<file path="src/rtl/fifo_drain_pkg.sv">
// Shared types and defaults for the FIFO drain / serializer path.
package fifo_drain_pkg;

  localparam int unsigned FIFO_WIDTH_DEFAULT = 16;

  typedef enum logic [1:0] {IDLE, READ, CAPT, SHIFT} drain_state_e;

endpackage

</file>
<file path="src/rtl/fifo_drain_serializer_piso_shreg.sv">
// Parallel-in serial-out shift register: load wins over shift, MSB presented on msb.
module piso_shreg #(
  parameter int unsigned WIDTH = 16
) (
  input  logic             clk,
  input  logic             rst_n,
  input  logic             load,
  input  logic             shift_en,
  input  logic [WIDTH-1:0] din,
  output logic             msb
);

  logic [WIDTH-1:0] shreg;

  always_ff @(posedge clk or negedge rst_n) begin
    if (!rst_n) begin
      shreg <= '0;
    end else if (load) begin
      shreg <= din;
    end else if (shift_en) begin
      shreg <= shreg << 1;
    end
  end

  assign msb = shreg[WIDTH-1];

endmodule

</file>
<file path="src/rtl/fifo_drain_serializer.sv">
// Pops words from a synchronous FIFO and shifts them out MSB-first over a valid/ready bit stream.
module fifo_drain_serializer
  import fifo_drain_pkg::*;
#(
  parameter int unsigned FIFO_WIDTH = FIFO_WIDTH_DEFAULT,
  parameter int unsigned CNT_W      = 8
) (
  input  logic                  clk,
  input  logic                  rst_n,
  input  logic                  enable,
  input  logic [FIFO_WIDTH-1:0] fifo_data_out,
  input  logic                  fifo_empty,
  input  logic                  fifo_underflow,
  output logic                  fifo_rd_en,
  output logic                  ser_out,
  output logic                  ser_valid,
  input  logic                  ser_ready,
  output logic                  ser_last,
  output logic                  busy,
  output logic [CNT_W-1:0]      word_cnt,
  output logic                  underflow_err,
  input  logic                  err_clr
);

  localparam int unsigned BCW = (FIFO_WIDTH > 1) ? $clog2(FIFO_WIDTH) : 1;

  drain_state_e   state;
  logic [BCW-1:0] bit_cnt;
  logic           handshake;
  logic           load;

  assign handshake = (state == SHIFT) && ser_valid && ser_ready;
  assign load      = (state == CAPT) && !fifo_underflow;

  piso_shreg #(
    .WIDTH(FIFO_WIDTH)
  ) u_piso (
    .clk      (clk),
    .rst_n    (rst_n),
    .load     (load),
    .shift_en (handshake),
    .din      (fifo_data_out),
    .msb      (ser_out)
  );

  always_ff @(posedge clk or negedge rst_n) begin
    if (!rst_n) begin
      state         <= IDLE;
      fifo_rd_en    <= 1'b0;
      ser_valid     <= 1'b0;
      ser_last      <= 1'b0;
      busy          <= 1'b0;
      bit_cnt       <= '0;
      word_cnt      <= '0;
      underflow_err <= 1'b0;
    end else begin
      fifo_rd_en <= 1'b0;

      // A fresh underflow takes priority over a simultaneous clear.
      if (state == CAPT && fifo_underflow) begin
        underflow_err <= 1'b1;
      end else if (err_clr) begin
        underflow_err <= 1'b0;
      end

      case (state)
        IDLE: begin
          if (enable && !fifo_empty) begin
            state      <= READ;
            fifo_rd_en <= 1'b1;
            busy       <= 1'b1;
          end
        end
        READ: begin
          state <= CAPT;
        end
        CAPT: begin
          if (fifo_underflow) begin
            state <= IDLE;
            busy  <= 1'b0;
          end else begin
            bit_cnt   <= BCW'(FIFO_WIDTH - 1);
            ser_valid <= 1'b1;
            ser_last  <= (FIFO_WIDTH == 1);
            state     <= SHIFT;
          end
        end
        SHIFT: begin
          // ser_last is registered, so it is computed one bit ahead of bit_cnt reaching 0.
          if (ser_ready) begin
            if (bit_cnt == '0) begin
              word_cnt  <= word_cnt + 1'b1;
              ser_valid <= 1'b0;
              ser_last  <= 1'b0;
              busy      <= 1'b0;
              state     <= IDLE;
            end else begin
              bit_cnt  <= bit_cnt - 1'b1;
              ser_last <= (bit_cnt == BCW'(1));
            end
          end
        end
        default: begin
          state <= IDLE;
        end
      endcase
    end
  end

endmodule

</file>
<file path="config.mk">
export PLATFORM = sky130hd
export DESIGN_NAME = fifo_drain_serializer
export DESIGN_NICKNAME = d
export VERILOG_FILES = /design/src/rtl/fifo_drain_pkg.sv /design/src/rtl/fifo_drain_serializer_piso_shreg.sv /design/src/rtl/fifo_drain_serializer.sv
export SDC_FILE = /design/constraint.sdc
export NUM_CORES = 1
export LEC_CHECK = 0
export CORE_MARGIN = 4
export CORE_UTILIZATION = 39
export DETAILED_ROUTE_END_ITERATION = 8
export PLACE_DENSITY = 0.68
export SYNTH_ARGS = -nofsm -noshare
export SYNTH_HDL_FRONTEND = slang
export SYNTH_SLANG_ARGS = --single-unit
</file>
<file path="constraint.sdc">
create_clock -name clk -period 1.5 [get_ports clk]
set_input_delay 0.3 -clock clk [delete_from_list [all_inputs] [get_ports clk]]
set_output_delay 0.3 -clock clk [all_outputs]
set_load 0.03 [all_outputs]
</file>
### Yosys cells after proc, flatten, opt, wreduce, memory -nomap -nowiden

Cells that the tools add are included.

| cells by class | value |
|---|---|
| equal/unequal tests | 10 |
| reductions and logical operators | 19 |
| add/subtract/negate cells | 2 |
| muxes and demuxes | 26 |

Operator list:

| operator | number |
|---|---|
| 16-bit two-way mux | 2 |
| 1-bit two-way mux | 12 |
| 4-bit two-way mux | 3 |
| 2-bit inequality test, second input constant | 5 |
| 3-bit AND reduction | 3 |
| 8-bit by 1-bit adder with 8-bit output, second input constant | 1 |
| 2-bit two-way mux | 4 |
| 2-bit case mux with 4 select lines | 1 |
| 4-bit case mux with 2 select lines | 1 |
| 4-bit AND reduction | 2 |
| 2-bit nonzero test | 3 |
| 1-bit logical AND | 5 |
| 5-bit AND reduction | 1 |
| 2-bit equality test, second input constant | 2 |
| 4-bit by 1-bit equality test with 1-bit output, second input constant | 1 |
| 4-bit logical NOT | 1 |
| 1-bit case mux with 2 select lines | 2 |
| 4-bit by 1-bit subtractor with 4-bit output, second input constant | 1 |
| 1-bit case mux with 3 select lines | 1 |
| 3-bit nonzero test | 1 |
| 2-bit by 1-bit equality test with 1-bit output, second input constant | 1 |
| 1-bit logical NOT | 2 |
| 2-bit logical NOT | 1 |
| 2-bit by 1-bit inequality test with 1-bit output, second input constant | 1 |

| word-level totals | value |
|---|---|
| register bits | 35 |
| word-level logic and storage cells | 66 |
| input port bits | 23 |
| output and inout bits | 14 |

### Longest topological paths before layout

Gate-level depths: netlist of run 1.

| depth | value |
|---|---|
| depth in word-level cells | 5 |
| mapped depth | 5 |
| mapped depth without buffers | 5 |

### Modules after synthesis

From an unflattened synthesis of run 1, not the netlist that was laid out.

| second synthesis, totals | value |
|---|---|
| cells, all modules | 157 |
| area total of the unflattened synthesis | 1714.1 µm² |

By module, submodules not included:

| module | cells each | times used | area each (µm²) | sequential area each (µm²) |
|---|---|---|---|---|
| fifo_drain_serializer | 88 | 1 | 972.2 | 475.5 |
| piso_shreg | 69 | 1 | 742.0 | 400.4 |

### Worst setup path after synthesis of run 1

Ideal clock, no wire load.

| timing path | value |
|---|---|
| kind | register to register |
| start point | register bit_cnt[0] |
| end point | register word_cnt[7] |
| setup time | 0.133 ns |
| stages on the path, launching flop included | 6 |
| period minus slack after synthesis | 1.665 ns |
| data required time | 1.367 ns |
| arrival | 1.532 ns |
| buffers on the path | 0 |
| path slack | -0.165 ns |
| path through | dfrtp_1 inv_1 ha_1 nand4bb_1 or4b_1 xnor2_1 |

| on the way | value |
|---|---|
| cells in the longest elaborated chain, start to end | 2 |

Ends and longest elaborated chain:

| item | line | RTL |
|---|---|---|
| start: declaration | fifo_drain_serializer.sv:28 | `logic [BCW-1:0] bit_cnt;` |
| start signal: assignment | fifo_drain_serializer.sv:82 | `bit_cnt <= BCW'(FIFO_WIDTH - 1);` |
| start signal: assignment | fifo_drain_serializer.sv:98 | `bit_cnt <= bit_cnt - 1'b1;` |
| 4-bit logical NOT | fifo_drain_serializer.sv:91 | `if (bit_cnt == '0) begin` |
| 3-bit AND reduction (no line) | - |  |
| end signal: assignment | fifo_drain_serializer.sv:92 | `word_cnt <= word_cnt + 1'b1;` |
| end: declaration | fifo_drain_serializer.sv:20 | `output logic [CNT_W-1:0] word_cnt,` |

No other way between the ends.
A chain may end at the register's enable or synchronous reset.

### Final worst setup path of run 1

| timing path | value |
|---|---|
| start point | register state[0] |
| end point | register u_piso.shreg[10] |

| on the way | value |
|---|---|
| cells in the longest elaborated chain, start to end | 4 |
| elaborated cells on any way between the ends | 7 |
| classes of those cells | eq/ne: 2; mux: 1; reduce/logical: 4 |

Ends and longest elaborated chain:

| item | line | RTL |
|---|---|---|
| start: declaration | fifo_drain_serializer.sv:27 | `drain_state_e state;` |
| start signal: assignment | fifo_drain_serializer.sv:48 | `state <= IDLE;` |
| start signal: assignment | fifo_drain_serializer.sv:69 | `state <= READ;` |
| start signal: assignment | fifo_drain_serializer.sv:75 | `state <= CAPT;` |
| 2-bit equality test | fifo_drain_serializer.sv:32 | `assign handshake = (state == SHIFT) && ser_valid && ser_ready;` |
| 1-bit logical AND (2 in a row) | fifo_drain_serializer.sv:32 |  |
| 2-bit nonzero test (no line) | - |  |
| end signal: assignment | fifo_drain_serializer_piso_shreg.sv:19 | `shreg <= din;` |
| end signal: assignment | fifo_drain_serializer_piso_shreg.sv:21 | `shreg <= shreg << 1;` |
| end: declaration | fifo_drain_serializer_piso_shreg.sv:13 | `logic [WIDTH-1:0] shreg;` |

Parallel ways exist; a longest one is shown, timed or not.

==> metrics.cfg, run 1 <==
[cells_and_area]
syn2layout_area_growth_pct=52.2
antenna_cells=0
fin_cells=255
fin_util_pct=63.5
final_area_mm2=0.00263
fillerInstances=316
drive_gt1_share_pct=41.5
multi_input_area_um2=927
ff_latch_area_um2=877
final_nets=230

[worst_setup_path]
slowest_delay_ns=0.42
cp-end-kind=flip-flop
worstSetupStartpointType=flip-flop
worstPathArrival_ns=1.73
crit_required_ns=1.68
cp_max_fo=9
cp_cell_sequence=nor3b_4, buf_6, mux2_2, mux2_4
path_class=reg -> reg
critPathSlowestCell=dfrtp_1

[clock_network]
cts_tree=built
worstSkewPairLatency_ns=0.29
clk_path_buf_depth=2
h-tree-depth=2
clk_pin_slew_ns=0.07
cts_buffers=5
clock_sinks=35
hold_buffers=0
cts-root-buf=clkbuf_8

[status]
violations=negative setup slack
status=complete, but fails checks

[logic_synthesis]
synth_common_cells=dfrtp_1 (35), mux2_2 (31), inv_1 (8)
synth-edff-count=0
synth_top_flop_cell=dfrtp_1
synth-async-reset-ratio_pct=100
syn-num-nets=166
ys_ff_latch=35
synth_top_cell_area_share_pct=50.7
syn_area_per_cell_um2=12.3
synthDistinctLibCells=40
synth.area.top_cells=dfrtp_1 (51%), mux2_2 (20%), ha_1 (2.2%)
yosysWarnings=0
syn-cell-area_mm2=0.00173
ys_seq_area_share_pct=50.7
yosysTopAreaCell=dfrtp_1
syn_inst=140
synth_most_common_cell=dfrtp_1

[timing]
finalHoldViolCount=0
finalCritPeriodShare_pct=104
skew_ns=0.00507
clock.fmax_mhz=643
rsz0062_at_grt=true
period_needed_ns=1.55
slew_headroom_pct=76.8
final_max_slew_viol_count=0
finalSetupViolations=16
worst_slack_ns=-0.0541
worstMarginPinSlew_ns=0.347

[worst_hold_path]
min_path_type=in -> async

[global_route]
track_usage_pct=15.4
grt_pass1_vias=1387
grt.overflow.total=0
antenna_found_initial=0
grt_max_degree=36
grt_first_pass_wirelength_um=6380

[routing]
drt-pass1-iter-count=4
wire_per_inst_um=15.8
drt-initial-drc-count=32
wl_um=4040
vias=1328
vias_per_cell=5.21
final_antenna_net_count=0
remaining_drc_errors=0

[floorplan]
start_util_pct=41.7
dieArea_mm2=0.00556
fp.dieW_um=74.6
row_count=23
ios=37
fp.coreArea_mm2=0.00414
die_y_um=74.6

[power]
ir_drop_uv=880
power.leakage_nw=1.25
power_w=0.00466
power.density_mw_per_mm2=1770

[place]
place_congestion=0.821
hpwl_um=2550
pre_cts_ws_ns=-0.428
post_dp_cell_area_mm2=0.00232
portBuffers=36
dp_cells=239

[flow_run]
cap_violations=0

worst paths after layout:
kind / startpoint / to / slack [ns] / cells past startpoint
worst max-delay path: state[0]$_DFFE_PN0P_ / u_piso.shreg[10]$_DFFE_PN0P_ / -0.05 / 4
max in group asynchronous: rst_n / ser_valid$_DFFE_PN0P_ / 0.92 / 2
worst min-delay path: rst_n / word_cnt[7]$_DFFE_PN0P_ / 0.38 / 2
worst min register to register: word_cnt[7]$_DFFE_PN0P_ / word_cnt[7]$_DFFE_PN0P_ / 0.48 / 1
worst max register to register: state[0]$_DFFE_PN0P_ / u_piso.shreg[10]$_DFFE_PN0P_ / -0.05 / 4
min in group clk: word_cnt[7]$_DFFE_PN0P_ / word_cnt[7]$_DFFE_PN0P_ / 0.48 / 1
layout make-up:
type | instances | share of cell area (%)
clock buffers | 6 | 2.76
well taps | 50 | 2.38
multi-input cells | 91 | 35.3
inverters | 8 | 1.14
flip-flops and latches | 35 | 33.3
repair buffers | 63 | 22.8
clock inverters | 2 | 2.28
logic make-up after synthesis:
group | count (synthesis) | synth area share (%)
and+or+nand+nor | 34 | 11.9
adders and majority gates | 3 | 2.17
buffers and inverters | 14 | 4.63
xor gates and xnor gates | 7 | 3.55
AOI/OAI and AO/OA | 14 | 5.58
muxes | 33 | 21.4
DFF | 35 | 50.7
sequential cells by signal, indices dropped and copies added (netlist names), 2 cells and up:
signal and flops:
state 2, u_piso.shreg 16, bit_cnt 4, word_cnt 8
timing repair:
item | CTS | global route
endpoints found under the hold margin | 0 | 0
setup buffers | 5 | 3
gates cloned | 1 | 1
setup endpoints to repair | 34 | 23
pin swaps | 5 | 4
resized for setup | 38 | 14
layer usage:
layer  wire (um)  vias up  track usage [%]  share of wire, %
met3         212        5             4.32               5.3
met4          59        0             6.52               1.5
met2        1950       34             24.9                48
met1        1820      665             19.3                45
met5           0        -                0                 0
li1            -      624                -                 -
power breakdown:
part	leakage (nW)	internal [W]	total (W)	switching (W)
clock	0.0654	0.000665	0.00102	0.000355
sequential	0.426	0.00126	0.00143	0.000175
combinational	0.758	0.00135	0.00220	0.000853
through the flow:
| stage | hold slack, ns | TNS (ns) |
|---|---|---|
| after floorplan | 0.00441 | -0.351 |
| after global placement | 0.454 | -8.88 |
| after detailed placement | 0.461 | -9.65 |
| after CTS | 0.391 | -1.20 |
| after global routing | 0.392 | -1.22 |
| final | 0.378 | -0.525 |
cell usage in the layout (no fill, tap or decap), types with 2 or more instances in the layout:
master	n
nand2b_1	2
buf_6	4
nand4_1	2
nand2_1	4
mux2_4	17
clkbuf_8	5
dfrtp_1	34
clkdlybuf4s50_1	20
inv_1	6
nor2_1	4
o21ai_0	2
buf_4	20
mux2_2	15
ha_1	2
dlygate4sd2_1	16
bufinv_16	2
nand3_1	3
buf_12	2
inv_2	2
nor3_1	3
xnor2_1	4
xor2_1	3
worst max-delay path: cells and delay by family (launching register included):
kind	cells	cell delay, ns
multiplexers	2	0.61
flip-flops	1	0.42
AND/OR/NAND/NOR	1	0.22
buffers and inverters	1	0.19
Power figures use the tool's default switching activity.
==> inputs of run 2 (changes only) <==
--- a/config.mk
+++ b/config.mk
@@ -8,7 +8,7 @@
 export CORE_MARGIN = 4
 export CORE_UTILIZATION = 39
 export DETAILED_ROUTE_END_ITERATION = 8
-export PLACE_DENSITY = 0.68
+export PLACE_DENSITY = 0.76
 export SYNTH_ARGS = -nofsm -noshare
 export SYNTH_HDL_FRONTEND = slang
 export SYNTH_SLANG_ARGS = --single-unit
==> run 2 against run 1 <==
The flow still finishes with violations (negative setup slack). Power decreased by 6.3%. Core utilization is 2.1 points lower. Sequential power is essentially flat. Critical path type unchanged. Critical endpoint is now u_piso.shreg[8]$_DFFE_PN0P_. Largest cell class is now flip-flops and latches.
==> metrics.cfg, run 2 (same netlist as run 1, synthesis figures left out) <==
[power]
power.density_mw_per_mm2=1720  ; was 1770 mW/mm^2
power_w=0.00436  ; was 0.00466 W
ir_drop_uv=1010  ; was 880 uV
power.leakage_nw=1.18  ; was 1.25 nW

[clock_network]
cts-root-buf=clkbuf_8  ; unchanged
clk_pin_slew_ns=0.07  ; about the same
cts_tree=built  ; unchanged
worstSkewPairLatency_ns=0.28  ; was 0.29 ns
hold_buffers=0  ; unchanged
clk_path_buf_depth=2  ; unchanged
cts_buffers=5  ; unchanged
h-tree-depth=2  ; unchanged
clock_sinks=35  ; unchanged

[global_route]
track_usage_pct=15.7  ; was 15.4%
antenna_found_initial=0  ; unchanged
grt_first_pass_wirelength_um=6650  ; was 6380 um
grt_pass1_vias=1504  ; was 1387
grt.overflow.total=0  ; unchanged
grt_max_degree=36  ; unchanged

[worst_setup_path]
worstPathArrival_ns=1.76  ; was 1.73 ns
reg2reg_slack_ns=-0.09  ; was -0.05 ns
path_class=reg -> reg  ; unchanged
cp_max_fo=8  ; was 9
cp-end-kind=flip-flop  ; unchanged
crit_required_ns=1.67  ; was 1.68 ns
worstSetupStartpointType=flip-flop  ; unchanged

[floorplan]
ios=37  ; unchanged
fp.dieW_um=74.6  ; unchanged
dieArea_mm2=0.00556  ; unchanged
row_count=23  ; unchanged
start_util_pct=41.7  ; unchanged
die_y_um=74.6  ; unchanged
fp.coreArea_mm2=0.00414  ; unchanged

[place]
post_dp_cell_area_mm2=0.00233  ; was 0.00232 mm^2
hpwl_um=2760  ; was 2550 um
portBuffers=36  ; unchanged
place_congestion=0.771  ; was 0.821

[timing]
finalCritPeriodShare_pct=106  ; was 104%
final_max_slew_viol_count=0  ; unchanged
worst_slack_ns=-0.0938  ; was -0.0541 ns
rsz0062_at_grt=true  ; unchanged
skew_ns=0.00739  ; was 0.00507 ns
finalHoldViolCount=0  ; unchanged
slew_headroom_pct=71.9  ; was 76.8%
clock.fmax_mhz=627  ; was 643 MHz
period_needed_ns=1.59  ; was 1.55 ns
worstMarginPinSlew_ns=0.416  ; was 0.347 ns
finalSetupViolations=16  ; unchanged

[cells_and_area]
drive_gt1_share_pct=39.4  ; was 41.5%
top_register=u_piso.shreg  ; unchanged
final_nets=228  ; was 230
final_common_cell=dfrtp_1  ; unchanged
layout_common_cells=dfrtp_1 (33), mux2_2 (31), clkdlybuf4s50_1 (20)  ; was dfrtp_1 (34), clkdlybuf4s50_1 (20), buf_4 (20)
fillerInstances=327  ; was 316
reg_top3=u_piso.shreg: 16 flops, word_cnt: 8 flops, bit_cnt: 4 flops  ; unchanged
syn2layout_area_growth_pct=47.1  ; was 52.2%
final_area_mm2=0.00254  ; was 0.00263 mm^2
antenna_cells=0  ; unchanged
largest_reg_flops=16  ; unchanged

[status]
status=complete, but fails checks  ; unchanged
violations=negative setup slack  ; unchanged

[routing]
drt-pass1-iter-count=4  ; unchanged
wire_per_inst_um=15.4  ; was 15.8 um
remaining_drc_errors=0  ; unchanged
drt-initial-drc-count=67  ; was 32
wl_um=3890  ; was 4040 um
final_antenna_net_count=0  ; unchanged
vias=1298  ; was 1328
vias_per_cell=5.13  ; was 5.21

[flow_run]
cap_violations=0  ; unchanged

[worst_hold_path]
min_path_type=in -> async  ; unchanged

[run 2: cell types whose count changed in the layout (fill, tap and decap cells not counted), sizes merged]
cell,delta
buf,-1
clkbuf,-1
[run 2: critical path, stage by stage (launching register included)]
cell and delay [ns]:
dfrtp_2 0.44, buf_6 0.13, buf_6 0.12, and3_4 0.14
o21a_4 0.24, buf_12 0.14, mux2_2 0.27
[run 2: layout make-up]
type | count | area, um^2 | share of cell area, %
inverters | 8 | 30.0 | 1.18
multi-input cells | 91 | 850 | 33.4
repair buffers | 61 | 588 | 23.1
clock inverters | 2 | 60.1 | 2.36
well taps | 50 | 62.6 | 2.46
clock buffers | 6 | 72.6 | 2.86
flip-flops and latches | 35 | 878 | 34.6
[run 2: power by group]
group          switching [W]  internal [W]
Combinational       0.000789       0.00115
Clock               0.000333      0.000664
Sequential          0.000168       0.00126
[run 2: what timing repair did]
item | in CTS | in global routing
setup endpoints to repair | 32 | 22
endpoints found under the hold margin | 0 | 0
pin swaps | 2 | 5
resized for setup | 26 | 8
cloned | 2 | 0
buffers inserted | 4 | 0
[run 2: through the flow]
stage	std cells	utilization, %	setup WS [ns]	hold slack (ns)	TNS, ns
finish	253	61.3	-0.0938	0.392	-1.28
CTS	255	61.7	-0.110	0.396	-1.47
floorplan	140	-	-0.0450	0.00441	-0.351
global placement	241	56.3	-0.394	0.452	-8.75
detailed placement	241	56.3	-0.448	0.461	-9.57
global route	253	61.3	-0.126	0.408	-1.84
[run 2: final timing paths]
check                                        startpoint                          end  cells past startpoint
worst max-delay path               state[0]$_DFFE_PN0P_  u_piso.shreg[8]$_DFFE_PN0P_                      6
worst min-delay path                              rst_n       bit_cnt[3]$_DFFE_PN0P_                      2
worst max register to register     state[0]$_DFFE_PN0P_  u_piso.shreg[8]$_DFFE_PN0P_                      6
worst min register to register  word_cnt[7]$_DFFE_PN0P_      word_cnt[7]$_DFFE_PN0P_                      1
max in group asynchronous                         rst_n        ser_valid$_DFFE_PN0P_                      2
min in group clk                word_cnt[7]$_DFFE_PN0P_      word_cnt[7]$_DFFE_PN0P_                      1
[run 2: layer usage]
layer | wire, um | vias to the layer above | part of all wire [%] | global-route usage (%)
met5 | 0 | - | 0 | 0
met2 | 2000 | 31 | 51 | 28.2
met1 | 1660 | 640 | 43 | 18.3
li1 | - | 620 | - | -
met3 | 161 | 7 | 4.1 | 2.57
met4 | 70 | 0 | 1.8 | 6.72
